File: config.mk
export PLATFORM = sky130hd
export DESIGN_NAME = mining_scheduler
export DESIGN_NICKNAME = d
export VERILOG_FILES = /design/src/rtl/miner_pkg.sv /design/src/rtl/rr_idle_picker.sv /design/src/rtl/mining_scheduler.sv
export SDC_FILE = /design/constraint.sdc
export NUM_CORES = 1
export LEC_CHECK = 0
export ABC_AREA = 1
export CELL_PAD_IN_SITES_DETAIL_PLACEMENT = 0
export CELL_PAD_IN_SITES_GLOBAL_PLACEMENT = 1
export CORE_MARGIN = 2
export CORE_UTILIZATION = 35
export CTS_BUF_LIST = sky130_fd_sc_hd__clkbuf_8
export DETAILED_ROUTE_END_ITERATION = 8
export PLACE_DENSITY = 0.64
export SLEW_MARGIN = 20
export SYNTH_ARGS = -nofsm -noshare
export SYNTH_HDL_FRONTEND = slang
export SYNTH_HIERARCHICAL = 1
export SYNTH_SLANG_ARGS = --single-unit
File: constraint.sdc
create_clock -name clk -period 5.1 [get_ports clk]
set_clock_uncertainty 0.15 [all_clocks]
set_input_delay 0.51 -clock clk [delete_from_list [all_inputs] [get_ports clk]]
set_output_delay 0.51 -clock clk [all_outputs]
set_load 0.02 [all_outputs]
File: src/rtl/miner_pkg.sv
// miner_pkg: shared state and drain-reason types for the multi-core mining scheduler
package miner_pkg;
    typedef enum logic [1:0] {IDLE, RUN, DRAIN} sched_state_t;
    typedef enum logic [1:0] {FOUND, EXHAUST, ABORT} drain_reason_t;
endpackage

File: src/rtl/rr_idle_picker.sv
// rr_idle_picker: combinational round-robin pick of the first idle core at or above rrPtr
//   idleMask   - one bit per core, 1 = core free to launch
//   rrPtr      - index where the upward search begins (wraps)
//   grantIdx   - selected core index
//   grantValid - at least one core is idle
module rr_idle_picker
    import miner_pkg::*;
#(
    parameter int NUM_CORES = 4,
    localparam int IDX_W = NUM_CORES > 1 ? $clog2(NUM_CORES) : 1
) (
    input  logic [NUM_CORES-1:0] idleMask,
    input  logic [IDX_W-1:0]     rrPtr,
    output logic [IDX_W-1:0]     grantIdx,
    output logic                 grantValid
);
    logic [2*NUM_CORES-1:0] doubled;
    logic [NUM_CORES-1:0]   rotated;
    logic [IDX_W:0]         sum;

    // Rotating the mask so bit 0 is rrPtr turns the wrapped search into a
    // plain lowest-set-bit search; the offset is added back modulo NUM_CORES.
    always_comb begin
        doubled = {idleMask, idleMask} >> rrPtr;
        rotated = doubled[NUM_CORES-1:0];
        grantValid = |rotated;
        sum = '0;
        for (int j = NUM_CORES - 1; j >= 0; j--) begin
            if (rotated[j]) sum = {1'b0, rrPtr} + (IDX_W+1)'(j);
        end
        grantIdx = (sum >= (IDX_W+1)'(NUM_CORES)) ? IDX_W'(sum - (IDX_W+1)'(NUM_CORES)) : IDX_W'(sum);
    end
endmodule

File: src/rtl/mining_scheduler.sv
// mining_scheduler: dispatches ascending nonces to NUM_CORES SHA cores and collects the first winner
//   clk, n_rst              - clock, async active-low reset
//   start, abort            - job control pulses (start honoured in IDLE, abort in RUN)
//   core_done, core_valid   - per-core completion pulse and comparator verdict
//   core_start, core_nonce  - one-hot launch pulse and the nonce the core latches
//   busy                    - any state other than IDLE
//   found, found_nonce      - sticky first winner
//   exhausted               - sticky: whole nonce space tried without a winner
//   hash_count              - saturating count of completed hashes this job
module mining_scheduler
    import miner_pkg::*;
#(
    parameter int NUM_CORES = 4,
    parameter int NONCE_W = 32
) (
    input  logic                 clk,
    input  logic                 n_rst,
    input  logic                 start,
    input  logic                 abort,
    input  logic [NUM_CORES-1:0] core_done,
    input  logic [NUM_CORES-1:0] core_valid,
    output logic [NUM_CORES-1:0] core_start,
    output logic [NONCE_W-1:0]   core_nonce,
    output logic                 busy,
    output logic                 found,
    output logic [NONCE_W-1:0]   found_nonce,
    output logic                 exhausted,
    output logic [31:0]          hash_count
);
    localparam int IDX_W = NUM_CORES > 1 ? $clog2(NUM_CORES) : 1;

    sched_state_t         state, stateNext;
    drain_reason_t        reason, reasonNext;
    logic [NUM_CORES-1:0] coreBusy, doneAcc, winMask;
    logic [NONCE_W-1:0]   coreTag [NUM_CORES];
    logic [NONCE_W-1:0]   nextNonce;
    logic                 allIssued, winner, launch, grantValid, startAcc;
    logic [IDX_W-1:0]     rrPtr, grantIdx, winIdx;
    logic [31:0]          doneCount;
    logic [32:0]          hashSum;

    rr_idle_picker #(.NUM_CORES(NUM_CORES)) picker (
        .idleMask(~coreBusy),
        .rrPtr(rrPtr),
        .grantIdx(grantIdx),
        .grantValid(grantValid)
    );

    // Completions on idle cores are dropped; only RUN may declare a winner so
    // late valid results during DRAIN cannot overwrite the first one.
    always_comb begin
        doneAcc = core_done & coreBusy;
        winMask = doneAcc & core_valid;
        winner = (state == RUN) && (|winMask);
        winIdx = '0;
        doneCount = '0;
        for (int i = NUM_CORES - 1; i >= 0; i--) begin
            if (winMask[i]) winIdx = IDX_W'(i);
            doneCount = doneCount + 32'(doneAcc[i]);
        end
        hashSum = {1'b0, hash_count} + {1'b0, doneCount};
        startAcc = (state == IDLE) && start;
        launch = (state == RUN) && !allIssued && grantValid && !winner && !abort;
        core_start = launch ? (NUM_CORES'(1) << grantIdx) : '0;
        core_nonce = launch ? nextNonce : '0;
        busy = (state != IDLE);
    end

    always_comb begin
        stateNext = state;
        reasonNext = reason;
        case (state)
            IDLE: if (start) stateNext = RUN;
            RUN: begin
                if (winner) begin
                    stateNext = DRAIN;
                    reasonNext = FOUND;
                end else if (abort) begin
                    stateNext = DRAIN;
                    reasonNext = ABORT;
                end else if (allIssued && coreBusy == '0) begin
                    stateNext = DRAIN;
                    reasonNext = EXHAUST;
                end
            end
            DRAIN: if (coreBusy == '0) stateNext = IDLE;
            default: stateNext = IDLE;
        endcase
    end

    always_ff @(posedge clk or negedge n_rst) begin
        if (!n_rst) begin
            state <= IDLE;
            reason <= FOUND;
            coreBusy <= '0;
            nextNonce <= '0;
            allIssued <= 1'b0;
            rrPtr <= '0;
            found <= 1'b0;
            found_nonce <= '0;
            exhausted <= 1'b0;
            hash_count <= '0;
            for (int i = 0; i < NUM_CORES; i++) coreTag[i] <= '0;
        end else begin
            state <= stateNext;
            reason <= reasonNext;
            coreBusy <= (coreBusy & ~doneAcc) | core_start;
            hash_count <= hashSum[32] ? '1 : hashSum[31:0];
            if (launch) begin
                coreTag[grantIdx] <= nextNonce;
                rrPtr <= (grantIdx == IDX_W'(NUM_CORES - 1)) ? '0 : grantIdx + IDX_W'(1);
                // The last nonce is issued once; the counter parks instead of wrapping.
                if (&nextNonce) allIssued <= 1'b1;
                else nextNonce <= nextNonce + NONCE_W'(1);
            end
            if (winner) begin
                found <= 1'b1;
                found_nonce <= coreTag[winIdx];
            end
            if (state == DRAIN && reason == EXHAUST && coreBusy == '0) exhausted <= 1'b1;
            if (startAcc) begin
                found <= 1'b0;
                found_nonce <= '0;
                exhausted <= 1'b0;
                hash_count <= '0;
                nextNonce <= '0;
                allIssued <= 1'b0;
                rrPtr <= '0;
            end
        end
    end
endmodule

# Word level (Yosys, flattened, before mapping)
# Index checks and enable logic that the tools add are counted.
[totals]
wordCells = 117
mem_bits_rw = 0
output_inout_bits = 103
regBits = 237
latchBits = 0
mem_count = 0
input_bits = 12
rom_bits = 0
[classes]
div = 0
n_mux = 43
n_lt_le_gt_ge = 4
eq_ne = 8
mul = 0
n_reduce_logical = 28
add_sub_neg = 10
shifts = 2
n_bitwise = 8
[ops]
columns = ["op", "count"]
rows = [
  ["2-to-1 mux 32 bit", 11],
  ["bitwise mux 128 bit", 1],
  ["binary-select mux 32 bit (select 2 bit)", 1],
  ["demux 32 bit (select 2 bit)", 1],
  ["adder 32 x 4 -> 33 bit", 1],
  ["adder 32 x 1 -> 32 bit (second input constant)", 1],
  ["2-to-1 mux 2 bit", 16],
  ["AND reduction 32 bit", 1],
  ["bitwise AND 4 bit", 3],
  ["2-to-1 mux 3 bit", 4],
  ["logical AND 1 bit", 10],
  ["nonzero test 2 bit", 5],
  ["greater-or-equal comparator 3 bit (second input constant)", 3],
  ["NOT 4 bit", 2],
  ["OR reduction 4 bit", 2],
  ["right shift 8 x 2 -> 4 bit", 1],
  ["2-to-1 mux 1 bit", 7],
  ["adder 2 x 2 -> 3 bit (second input constant)", 2],
  ["!= test 2 bit (second input constant)", 3],
  ["NOT 2 -> 3 bit", 2],
  ["one-hot mux 2 bit (3 select lines)", 1],
  ["AND reduction 2 bit", 3],
  ["adder 3 x 1 -> 4 bit", 1],
  ["equality test 2 x 1 -> 1 bit (second input constant)", 2],
  ["16 further kinds", 19],
]

# Longest topological paths before layout
# Gate-level depths: netlist (run 1).
[logic_depth]
depth_word = 14
ltp_mapped = 17
ltp_nobuf = 15

# By module
# Netlist (run 1), hierarchy kept.
[by_module_without_submodules]
columns = ["mod", "cells_each", "seq_area_each_um2", "area_per_inst_um2", "instances"]
rows = [
  ["mining_scheduler", 1633, 5930.7, 12159.2, 1],
  ["rr_idle_picker", 49, 0.0, 250.2, 1],
]

# Worst setup path after synthesis (run 1)
# Ideal clock, no wire load.
[synth_path]
path_type = "in2reg"
from = "input core_done[0]"
to = "register hash_count[25]"
setup_time_ps = 63
t_required_ps = 4887
path_buffers = 1
arrival_time_ps = 2668
stages = 14
setup_slack_ps = 2219
cell_sequence = "nand2_1 fa_1 fa_1 inv_1 fa_1 nand2_1 nor2_2 nand2_1 nor2_1 nand3b_1 buf_2 nand3_1 nand2_1 inv_1"
[synth_via]
elab_chain_len = 5
[synth_rtl]
columns = ["element", "line_no", "text"]
rows = [
  ["start: declaration", "mining_scheduler.sv:20", "input logic [NUM_CORES-1:0] core_done,"],
  ["bitwise AND 4 bit", "mining_scheduler.sv:52", "doneAcc = core_done & coreBusy;"],
  ["adder 3 x 1 -> 4 bit", "mining_scheduler.sv:59", "doneCount = doneCount + 32'(doneAcc[i]);"],
  ["adder 32 x 4 -> 33 bit", "mining_scheduler.sv:61", "hashSum = {1'b0, hash_count} + {1'b0, doneCount};"],
  ["2-to-1 mux 32 bit", "mining_scheduler.sv:108", "hash_count <= hashSum[32] ? '1 : hashSum[31:0];"],
  ["2-to-1 mux 32 bit", "mining_scheduler.sv:121", "if (startAcc) begin"],
  ["end signal: assignment", "mining_scheduler.sv:108", ""],
  ["end: declaration", "mining_scheduler.sv:28", "output logic [31:0] hash_count"],
]
# No other way between the ends.
# A chain may end at the register's enable or synchronous reset.

# Worst setup path in the final report (run 1)
[layout_path]
from = "register rrPtr[0]"
to = "output core_start[1]"
[layout_via]
elab_cells_between_ends = 17
classes_between = "add/sub: 4; order compare: 1; shift: 2; mux: 6; reduce/logical: 4"
[layout_rtl]
columns = ["element", "line_no", "text"]
rows = [
  ["start: declaration", "mining_scheduler.sv:38", "logic [IDX_W-1:0] rrPtr, grantIdx, winIdx;"],
  ["start signal: assignment", "mining_scheduler.sv:111", "rrPtr <= (grantIdx == IDX_W'(NUM_CORES - 1)) ? '0 : grantIdx + IDX_W'(1);"],
  ["right shift 8 x 2 -> 4 bit", "rr_idle_picker.sv:24", "doubled = {idleMask, idleMask} >> rrPtr;"],
  ["OR reduction 4 bit", "rr_idle_picker.sv:26", "grantValid = |rotated;"],
  ["net grantValid", "mining_scheduler.sv:37", "logic allIssued, winner, launch, grantValid, startAcc;"],
  ["logical AND 1 bit (3 in a row)", "mining_scheduler.sv:63", "launch = (state == RUN) && !allIssued && grantValid && !winner && !abort;"],
  ["2-to-1 mux 4 bit", "mining_scheduler.sv:64", "core_start = launch ? (NUM_CORES'(1) << grantIdx) : '0;"],
  ["end: declaration", "mining_scheduler.sv:22", "output logic [NUM_CORES-1:0] core_start,"],
]
# The timed path passes the listed nets, and every way through them passes these cells.

==> results of run 1 <==
worst paths after layout:
check / startpoint / end
max: rrPtr[0]$_DFFE_PN0P_ / core_start[1]
min: reason[1]$_DFFE_PN0P_ / reason[1]$_DFFE_PN0P_
max reg2reg: coreBusy[0]$_DFF_PN0_ / hash_count[25]$_DFF_PN0_
min reg2reg: reason[1]$_DFFE_PN0P_ / reason[1]$_DFFE_PN0P_
max in group asynchronous: n_rst / coreTag[80]$_DFFE_PN0P_
min in group asynchronous: n_rst / found_nonce[10]$_DFFE_PN0P_
area by class of cell:
cell class              count  area (um^2)
flip-flops and latches    237         5930
fillers                  3684        20000
repair buffers            132         1300
inverters                 115          437
clock inverters            24          106
well taps                 455          569
multi-input cells        1246         5640
clock buffers              51          702
tightest hold or removal path, cell delays in order (launching register included):
cell and delay (ns):
dfrtp_1 0.34, nand2_1 0.05, nand2_1 0.05
routing by layer:
metal | share of wire [%] | up-vias
li1 | - | 5598
met1 | 48 | 5395
met2 | 46 | 234
met3 | 3.9 | 55
met4 | 2.0 | 0
met5 | 0 | -
power by group through the flow:
| stage | Combinational [mW] | Sequential [mW] | Clock [mW] |
|---|---|---|---|
| finish | 1.94 | 2.63 | 1.73 |
| floorplan | 1.33 | 2.59 | 0 |
| global placement | 1.95 | 2.64 | 0 |
| detailed placement | 1.96 | 2.65 | 0 |
| global route | 2.21 | 2.69 | 1.89 |
| CTS | 1.97 | 2.63 | 1.79 |
metrics by stage:
stage	setup WS (ns)	total power [mW]
finish	1.09	6.30
global route	0.932	6.78
CTS	1.06	6.39
detailed placement	0.969	4.62
global placement	1.07	4.59
floorplan	2.22	3.92
layout by cell type, fill, tap and decap left out, types with 48 or more instances in the layout:
master / instances
dfrtp_1: 237
clkbuf_8: 51
clkdlybuf4s50_1: 113
inv_1: 129
nand2_1: 566
nor2_1: 160
o21ai_1: 48
o21ai_0: 99
nand3_1: 253
flip-flops by register name, summed over array words and instances (netlist names):
register,flops
allIssued,1
nextNonce,32
coreBusy,4
state,2
reason,2
rrPtr,2
found_nonce,32
exhausted,1
found,1
coreTag,128
hash_count,32
what timing repair did:
item / in CTS / in global routing
setup endpoints to repair: 0 / 0
endpoints found under the hold margin: 72 / 0
hold buffers: 1 / 0
kinds of logic after synthesis:
logic type / count (synthesis)
and+or+nand+nor: 1052
DFF: 237
buffers and inverters: 199
AOI/OAI and AO/OA: 171
xor gates and xnor gates: 14
adders and majority gates: 9
==> results_dict.tcl, run 1 <==
set metrics [dict create \
    outcome "completed" \
    synth-async-reset-ratio_pct 100 \
    htree_levels 2 \
    r2r_slack_ns 1.65 \
    synthMuxAreaShare_pct 0 \
    clock_tree.buffer_depth 3 \
    hpwlAfterDp_um 26000 \
    min_period_ns 4.01 \
    synth_common_cells "572 x nand2_1, 253 x nand3_1, 237 x dfrtp_1, 160 x nor2_1, 108 x inv_1" \
    crit_chain "nand2_1 > nand2_2 > nor2_1 > nand2_1 > inv_1 > nor2_1 > nand4_2 > buf_4 > inv_2 > nand2_2 > inv_1 > clkdlybuf4s50_1" \
    synth_top_area_share_pct 47.8 \
    synthAdderAreaFrac_pct 1.09 \
    cts_tree "built" \
    antenna_found_initial 0 \
    internal_power_mw 3.77 \
    vias 11300 \
    wl_um 40100 \
    post_dp_cell_area_um2 13900 \
    route.detailed.drc 0 \
    synth_edf_count 0 \
    numClockSinks 237 \
    whs_ns 0.327 \
    synth_nets 1703 \
    path_depth 12 \
    setup_violations 0 \
    grt_pass1_wl_um 63900 \
    syn_area_per_cell_um2 7.38 \
    report.final.slew_viol_count 0 \
    busiest_layer "met2" \
    ios 115 \
    timing.final.crit_share_pct 78.6 \
    grt_max_degree 111 \
    area_growth_pct 18.3 \
    end_kind "primary output" \
    vias_per_cell 4.99 \
    power_frac_clock_pct 27.5 \
    avgRoutedWirePerCell_um 17.7 \
    synth_xor_area_share_pct 0.988 \
    yosysMostFrequentCell "nand2_1" \
    synth_compound_area_share_pct 7.12 \
    coreArea_um2 34700 \
    worstPathArrival_ns 3.35 \
    startpoint_type "flop" \
    cts_resized 0 \
    port_buffers 114 \
    ir_worst_vdd_mv 0.166 \
    dieArea_um2 37000 \
    hold_path_class "reg2reg" \
    tritoncts.num_buffers 44 \
    ys_seq_area_share_pct 47.8 \
    dp_cells 2184 \
    stdcell_area_um2 14700 \
    postCtsSetupRepairBufs 0 \
    yosysUniqueCellTypes 35 \
    chipWidth_um 192 \
    met2_usage_pct 36.5 \
    clock-root-buffer "clkbuf_8" \
    grt_remaining_overflow 0 \
    drtIter0Drc 725 \
    first_global_vias 11100 \
    rsz0062_at_grt "no" \
    drv_cap 0 \
    num_rows 68 \
    max_slew_margin_pct 40.9 \
    synth_ff_type "dfrtp_1" \
    routabilityCongestion 0.842 \
    ys_warn_count 6 \
    drive_above_1_share_pct 6.70 \
    synth_top_family_by_area "simple AND/OR/NAND/NOR gates" \
    critPathBufInv 5 \
    yosys-top-cells-area "dfrtp_1 48%, nand2_1 17%, nand3_1 10%, nor2_1 4.8%, o21ai_0 4.0%" \
    p_seq_share_pct 41.7 \
    synth-simple-area-share_pct 36.1 \
    setup_tns_ns 0 \
    diodes 0 \
    synth-seq-cells 237 \
    final_cells 2260 \
    reg2regPathDepth 14 \
    grtUsageMet3_pct 2.89 \
    gr-usage-met1_pct 30.9 \
    die_y_um 192 \
    max_freq_mhz 250 \
    hold_violations 0 \
    p_comb_share_pct 30.8 \
    tightestPinTransition_ns 0.887 \
    path_delay_family "buffers and inverters" \
    netlist_area_um2 12400 \
    final_core_util_pct 42.3 \
    clkTransAtPathRegs_ns 0.06 \
    nets 1797 \
    cp_slowest_cell "clkdlybuf4s50_1" \
    p_switching_mw 2.53 \
    critical_path.max_fanout 38 \
    leakagePower_nw 6.68 \
    crit_type "reg2out" \
    whs_path_depth 2 \
    clock_latency_ns 0.56 \
    grt.total_usage_pct 22.2 \
    synth_area_leader_cell "dfrtp_1" \
    swShare_pct 40.2 \
    drtAntennaViolNets 0 \
    slowest_delay_ns 0.65 \
    drt-pass1-iter-count 5 \
    cp.required_ns 4.44 \
    powerDensity_nw_per_um2 429 \
    synth_cells 1682 \
    start_util_pct 35.7 \
]
Power figures use the tool's default switching activity.
==> run 2: changes to the inputs <==
--- a/config.mk
+++ b/config.mk
@@ -12,7 +12,7 @@
 export CORE_UTILIZATION = 35
 export CTS_BUF_LIST = sky130_fd_sc_hd__clkbuf_8
 export DETAILED_ROUTE_END_ITERATION = 8
-export PLACE_DENSITY = 0.64
+export PLACE_DENSITY = 0.67
 export SLEW_MARGIN = 20
 export SYNTH_ARGS = -nofsm -noshare
 export SYNTH_HDL_FRONTEND = slang
==> constraint.sdc (replaced) <==
create_clock -name clk -period 3.2 [get_ports clk]
set_clock_uncertainty 0.15 [all_clocks]
set_input_delay 0.32 -clock clk [delete_from_list [all_inputs] [get_ports clk]]
set_output_delay 0.32 -clock clk [all_outputs]
set_load 0.02 [all_outputs]
==> results_dict.tcl, run 2 (synthesis results as in run 1) <==
set metrics [dict create \
    critical_path.max_fanout 15 \
    drtIter0Drc 835 \
    port_buffers 114 \
    hold_violations 0 \
    post_dp_cell_area_um2 14000 \
    diodes 0 \
    mostFrequentLayoutCells "564 x nand2_1, 253 x nand3_1, 236 x dfrtp_1" \
    grt_pass1_wl_um 63500 \
    coreArea_um2 34700 \
    clkTransAtPathRegs_ns 0.06 \
    crit_chain "inv_1 > inv_1 > o21ai_1 > a21oi_1 > nand2_1 > inv_1 > nor2_1 > nand4_2 > buf_4 > nor2_1 > dlygate4sd2_1" \
    outcome "completed" \
    route.detailed.drc 0 \
    crit_type "reg2out" \
    avgRoutedWirePerCell_um 17.3 \
    cp.required_ns 2.73 \
    cts_tree "built" \
    tightestPinTransition_ns 0.746 \
    ios 115 \
    p_seq_share_pct 42.0 \
    final.setup.worst_slack_ns 0.188 \
    routabilityCongestion 0.851 \
    numClockSinks 237 \
    dieArea_um2 37000 \
    met2_usage_pct 35.6 \
    swShare_pct 40.1 \
    slowest_delay_ns 0.40 \
    chipWidth_um 192 \
    end_kind "primary output" \
    area_growth_pct 18.9 \
    stdcell_area_um2 14800 \
    timing.final.crit_share_pct 94.1 \
    hpwlAfterDp_um 26500 \
    gr-usage-met1_pct 30.8 \
    grt_remaining_overflow 0 \
    drv_cap 0 \
    max_slew_margin_pct 50.3 \
    worstPathArrival_ns 2.54 \
    vias_per_cell 4.97 \
    powerDensity_nw_per_um2 677 \
    largest_reg_flops 128 \
    power_frac_clock_pct 26.9 \
    postCtsSetupRepairBufs 0 \
    wl_um 39300 \
    vias 11300 \
    clock-root-buffer "clkbuf_8" \
    htree_levels 2 \
    drtAntennaViolNets 0 \
    min_period_ns 3.01 \
    drive_above_1_share_pct 8.89 \
    hold_path_class "in2async" \
    layout_commonest_cell "nand2_1" \
    cp_slowest_cell "dfrtp_1" \
    leakagePower_nw 6.87 \
    clock_tree.buffer_depth 3 \
    ir_worst_vdd_mv 0.407 \
    antenna_found_initial 0 \
    first_global_vias 11100 \
    total_power_mw 9.99 \
    max_freq_mhz 332 \
    num_rows 68 \
    report.final.slew_viol_count 0 \
    tritoncts.num_buffers 44 \
    grt.total_usage_pct 21.9 \
    place_ws_ns -0.180 \
    rsz0062_at_grt "no" \
    p_comb_share_pct 31.2 \
    nets 1816 \
    cp_common_cell "inv_1" \
    grt_max_degree 77 \
    die_y_um 192 \
    setup_violations 0 \
    start_util_pct 35.7 \
    top_register "coreTag" \
    clock_latency_ns 0.56 \
    grtUsageMet3_pct 2.96 \
    internal_power_mw 5.98 \
    busiest_layer "met2" \
    startpoint_type "flop" \
    drt-pass1-iter-count 7 \
    p_switching_mw 4.01 \
]
-- run 2: cell count changes in the layout (fill, tap and decap cells not counted), moves of 5 or more --
| cell | previous run | this run |
|---|---|---|
| clkdlybuf4s50_1 | 113 | 77 |
| dlygate4sd2_1 | 0 | 19 |
| buf_4 | 16 | 31 |
| clkbuf_2 | 0 | 14 |
| clkinv_2 | 1 | 7 |
| inv_1 | 129 | 124 |
-- run 2: worst paths after layout --
check                                        start                          to  slack, ns  cells past startpoint
max                          coreBusy[0]$_DFF_PN0_               core_nonce[6]       0.19                     11
min                                          n_rst  found_nonce[5]$_DFFE_PN0P_       0.20                      2
max reg2reg                  coreBusy[0]$_DFF_PN0_    hash_count[26]$_DFF_PN0_       0.30                     14
min reg2reg                coreTag[38]$_DFFE_PN0P_     coreTag[38]$_DFFE_PN0P_       0.33                      2
max in group asynchronous                    n_rst     coreTag[61]$_DFFE_PN0P_       1.83                      3
min in group clk                             abort       reason[1]$_DFFE_PN0P_       0.21                      3
-- run 2: routing by layer --
metal	wire (um)	part of all wire, %
met3	1650	4.2
met4	782	2.0
met5	0	0
met1	18600	47
met2	18200	46
-- run 2: power groups by stage --
stage | logic (mW) | registers (mW) | clock network (mW)
floorplan | 2.12 | 4.13 | 0
global placement | 3.14 | 4.21 | 0
detailed placement | 3.16 | 4.23 | 0
CTS | 3.16 | 4.19 | 2.78
global route | 3.54 | 4.29 | 2.90
finish | 3.11 | 4.19 | 2.68
-- run 2: layout make-up --
cell class                 instances  area (um^2)
clock buffer                      49          674
clock inverter                    25          111
fill                            3726        20000
inverter                         115          439
multi-input combinational       1246         5650
sequential                       237         5930
tap                              455          569
timing repair buffer             151         1390
-- run 2: timing repair --
| item | 4_1_cts | 5_1_grt |
|---|---|---|
| cloned | 0 | 0 |
| endpoints found under the setup margin | 36 | 22 |
| hold endpoints to repair | 72 | 0 |
| pin swaps | 1 | 0 |
| hold buffers | 1 | 0 |
| gates resized for setup | 38 | 35 |
-- run 2: per-stage QoR --
step                      utilization (%)  hold slack [ns]  setup TNS, ns  std cells
after floorplan                         -           -0.126              0       1682
after global placement               40.5            0.210          -1.81       2203
after detailed placement             40.5            0.206          -4.49       2203
after CTS                            42.6            0.177              0       2278
after global routing                 42.5            0.224              0       2278
final                                42.5            0.200              0       2278
-- run 2: critical path, delay by kind of cell, from the launching register on --
kind / cells / cell delay, ns
buffers and inverters: 5 / 0.85
AND/OR/NAND/NOR: 4 / 0.49
flip-flops: 1 / 0.40
AO/OA/AOI/OAI: 2 / 0.25
==> run 3: changes to the inputs <==
--- a/config.mk
+++ b/config.mk
@@ -6,13 +6,11 @@
 export NUM_CORES = 1
 export LEC_CHECK = 0
 export ABC_AREA = 1
-export CELL_PAD_IN_SITES_DETAIL_PLACEMENT = 0
-export CELL_PAD_IN_SITES_GLOBAL_PLACEMENT = 1
 export CORE_MARGIN = 2
 export CORE_UTILIZATION = 35
 export CTS_BUF_LIST = sky130_fd_sc_hd__clkbuf_8
 export DETAILED_ROUTE_END_ITERATION = 8
-export PLACE_DENSITY = 0.67
+export PLACE_DENSITY = 0.51
 export SLEW_MARGIN = 20
 export SYNTH_ARGS = -nofsm -noshare
 export SYNTH_HDL_FRONTEND = slang
==> results_dict.tcl, run 3 (synthesis results as in run 1) <==
set metrics [dict create \
    outcome "completed" \
    post_dp_cell_area_um2 14000 \
    worstPathArrival_ns 2.62 \
    final_core_util_pct 42.5 \
    diodes 0 \
    chipWidth_um 192 \
    ir_worst_vdd_mv 0.352 \
    final_cells 2274 \
    layout_commonest_cell "nand2_1" \
    route.detailed.drc 0 \
    clock-root-buffer "clkbuf_8" \
    wl_um 38700 \
    largest_reg_flops 128 \
    place_ws_ns -0.171 \
    busiest_layer "met2" \
    grt_remaining_overflow 0 \
    leakagePower_nw 6.92 \
    clock_latency_ns 0.55 \
    min_period_ns 3.09 \
    regArea_um2 5930 \
    grt_pass1_wl_um 63000 \
    start_util_pct 35.7 \
    setup_tns_ns 0 \
    num_rows 68 \
    mostFrequentLayoutCells "565 x nand2_1, 253 x nand3_1, 236 x dfrtp_1" \
    cts_tree "built" \
    grt_max_degree 78 \
    cp.required_ns 2.73 \
    stdcell_area_um2 14800 \
    coreArea_um2 34700 \
    hold_path_class "in2async" \
    port_buffers 114 \
    reg2regPathDepth 14 \
    grt.total_usage_pct 21.6 \
    timing.final.crit_share_pct 96.6 \
    max_slew_margin_pct 43.8 \
    top_register "coreTag" \
    first_global_vias 11400 \
    powerDensity_nw_per_um2 671 \
    clock_tree.buffer_depth 3 \
    clkTransAtPathRegs_ns 0.06 \
    dieArea_um2 37000 \
    numClockSinks 237 \
    report.final.slew_viol_count 0 \
    crit_type "reg2out" \
    hpwlAfterDp_um 26000 \
    nets 1814 \
    tritoncts.num_buffers 44 \
    fillers 3707 \
    drtIter0Drc 879 \
    drt-pass1-iter-count 5 \
    whs_ns 0.179 \
    area_growth_pct 19.0 \
    max_freq_mhz 324 \
    multiInputGateArea_um2 5650 \
    routabilityCongestion 0.927 \
    drv_cap 0 \
    setup_violations 0 \
    drive_above_1_share_pct 7.81 \
    critical_path.max_fanout 18 \
    vias_per_cell 4.99 \
    antenna_found_initial 0 \
    postCtsSetupRepairBufs 0 \
    die_y_um 192 \
    tightestPinTransition_ns 0.844 \
    dp_cells 2201 \
    end_kind "primary output" \
    vias 11300 \
    final.setup.worst_slack_ns 0.110 \
    drtAntennaViolNets 0 \
    ios 115 \
    grtUsageMet3_pct 3.18 \
    total_power_mw 9.91 \
    htree_levels 2 \
    startpoint_type "flop" \
    hold_violations 0 \
    gr-usage-met1_pct 29.9 \
    met2_usage_pct 35.4 \
    avgRoutedWirePerCell_um 17.0 \
]
-- run 3: worst max-delay path, stage by stage, from the launching register on --
cell and delay (ns):
dfrtp_2 0.50, inv_6 0.12, nand2_4 0.05, nand2_2 0.07, nor2_1 0.06, nand2_1 0.06, inv_1 0.04, nor2_1 0.11
nand4_2 0.17, buf_4 0.25, nor2_1 0.24, dlygate4sd2_1 0.37
-- run 3: repair_timing --
| action | CTS | global route |
|---|---|---|
| hold buffers | 1 | 0 |
| endpoints found under the hold margin | 74 | 0 |
| endpoints found under the setup margin | 36 | 10 |
| resized for setup | 37 | 4 |
| pin swaps | 0 | 0 |
-- run 3: path summary, 6_finish.rpt --
kind | startpoint | end | slack [ns]
setup / recovery | rrPtr[0]$_DFFE_PN0P_ | core_nonce[18] | 0.11
min in group clk | core_done[1] | coreBusy[1]$_DFF_PN0_ | 0.27
max in group asynchronous | n_rst | coreTag[62]$_DFFE_PN0P_ | 1.85
hold / removal | n_rst | found_nonce[7]$_DFFE_PN0P_ | 0.18
hold reg to reg | reason[1]$_DFFE_PN0P_ | reason[1]$_DFFE_PN0P_ | 0.31
setup reg to reg | coreBusy[0]$_DFF_PN0_ | hash_count[20]$_DFF_PN0_ | 0.28
-- run 3: area by class of cell --
cell class,instances,area share [%]
inverters,115,2.96
flip-flops and latches,237,40.2
clock inverters,24,0.695
clock buffers,48,4.47
well taps,455,3.86
multi-input cells,1246,38.2
repair buffers,149,9.59
-- run 3: layer usage --
metal	vias to the layer above	part of all wire, %
li1	5623	-
met1	5434	47
met2	233	47
met3	58	4.3
met4	0	1.9
met5	-	0
-- run 3: where the power goes --
group	switching, mW	internal [mW]	leakage [nW]
Sequential	0.505	3.67	3.28
Clock	1.26	1.36	0.463
Combinational	2.19	0.920	3.18
Total	3.96	5.95	6.92
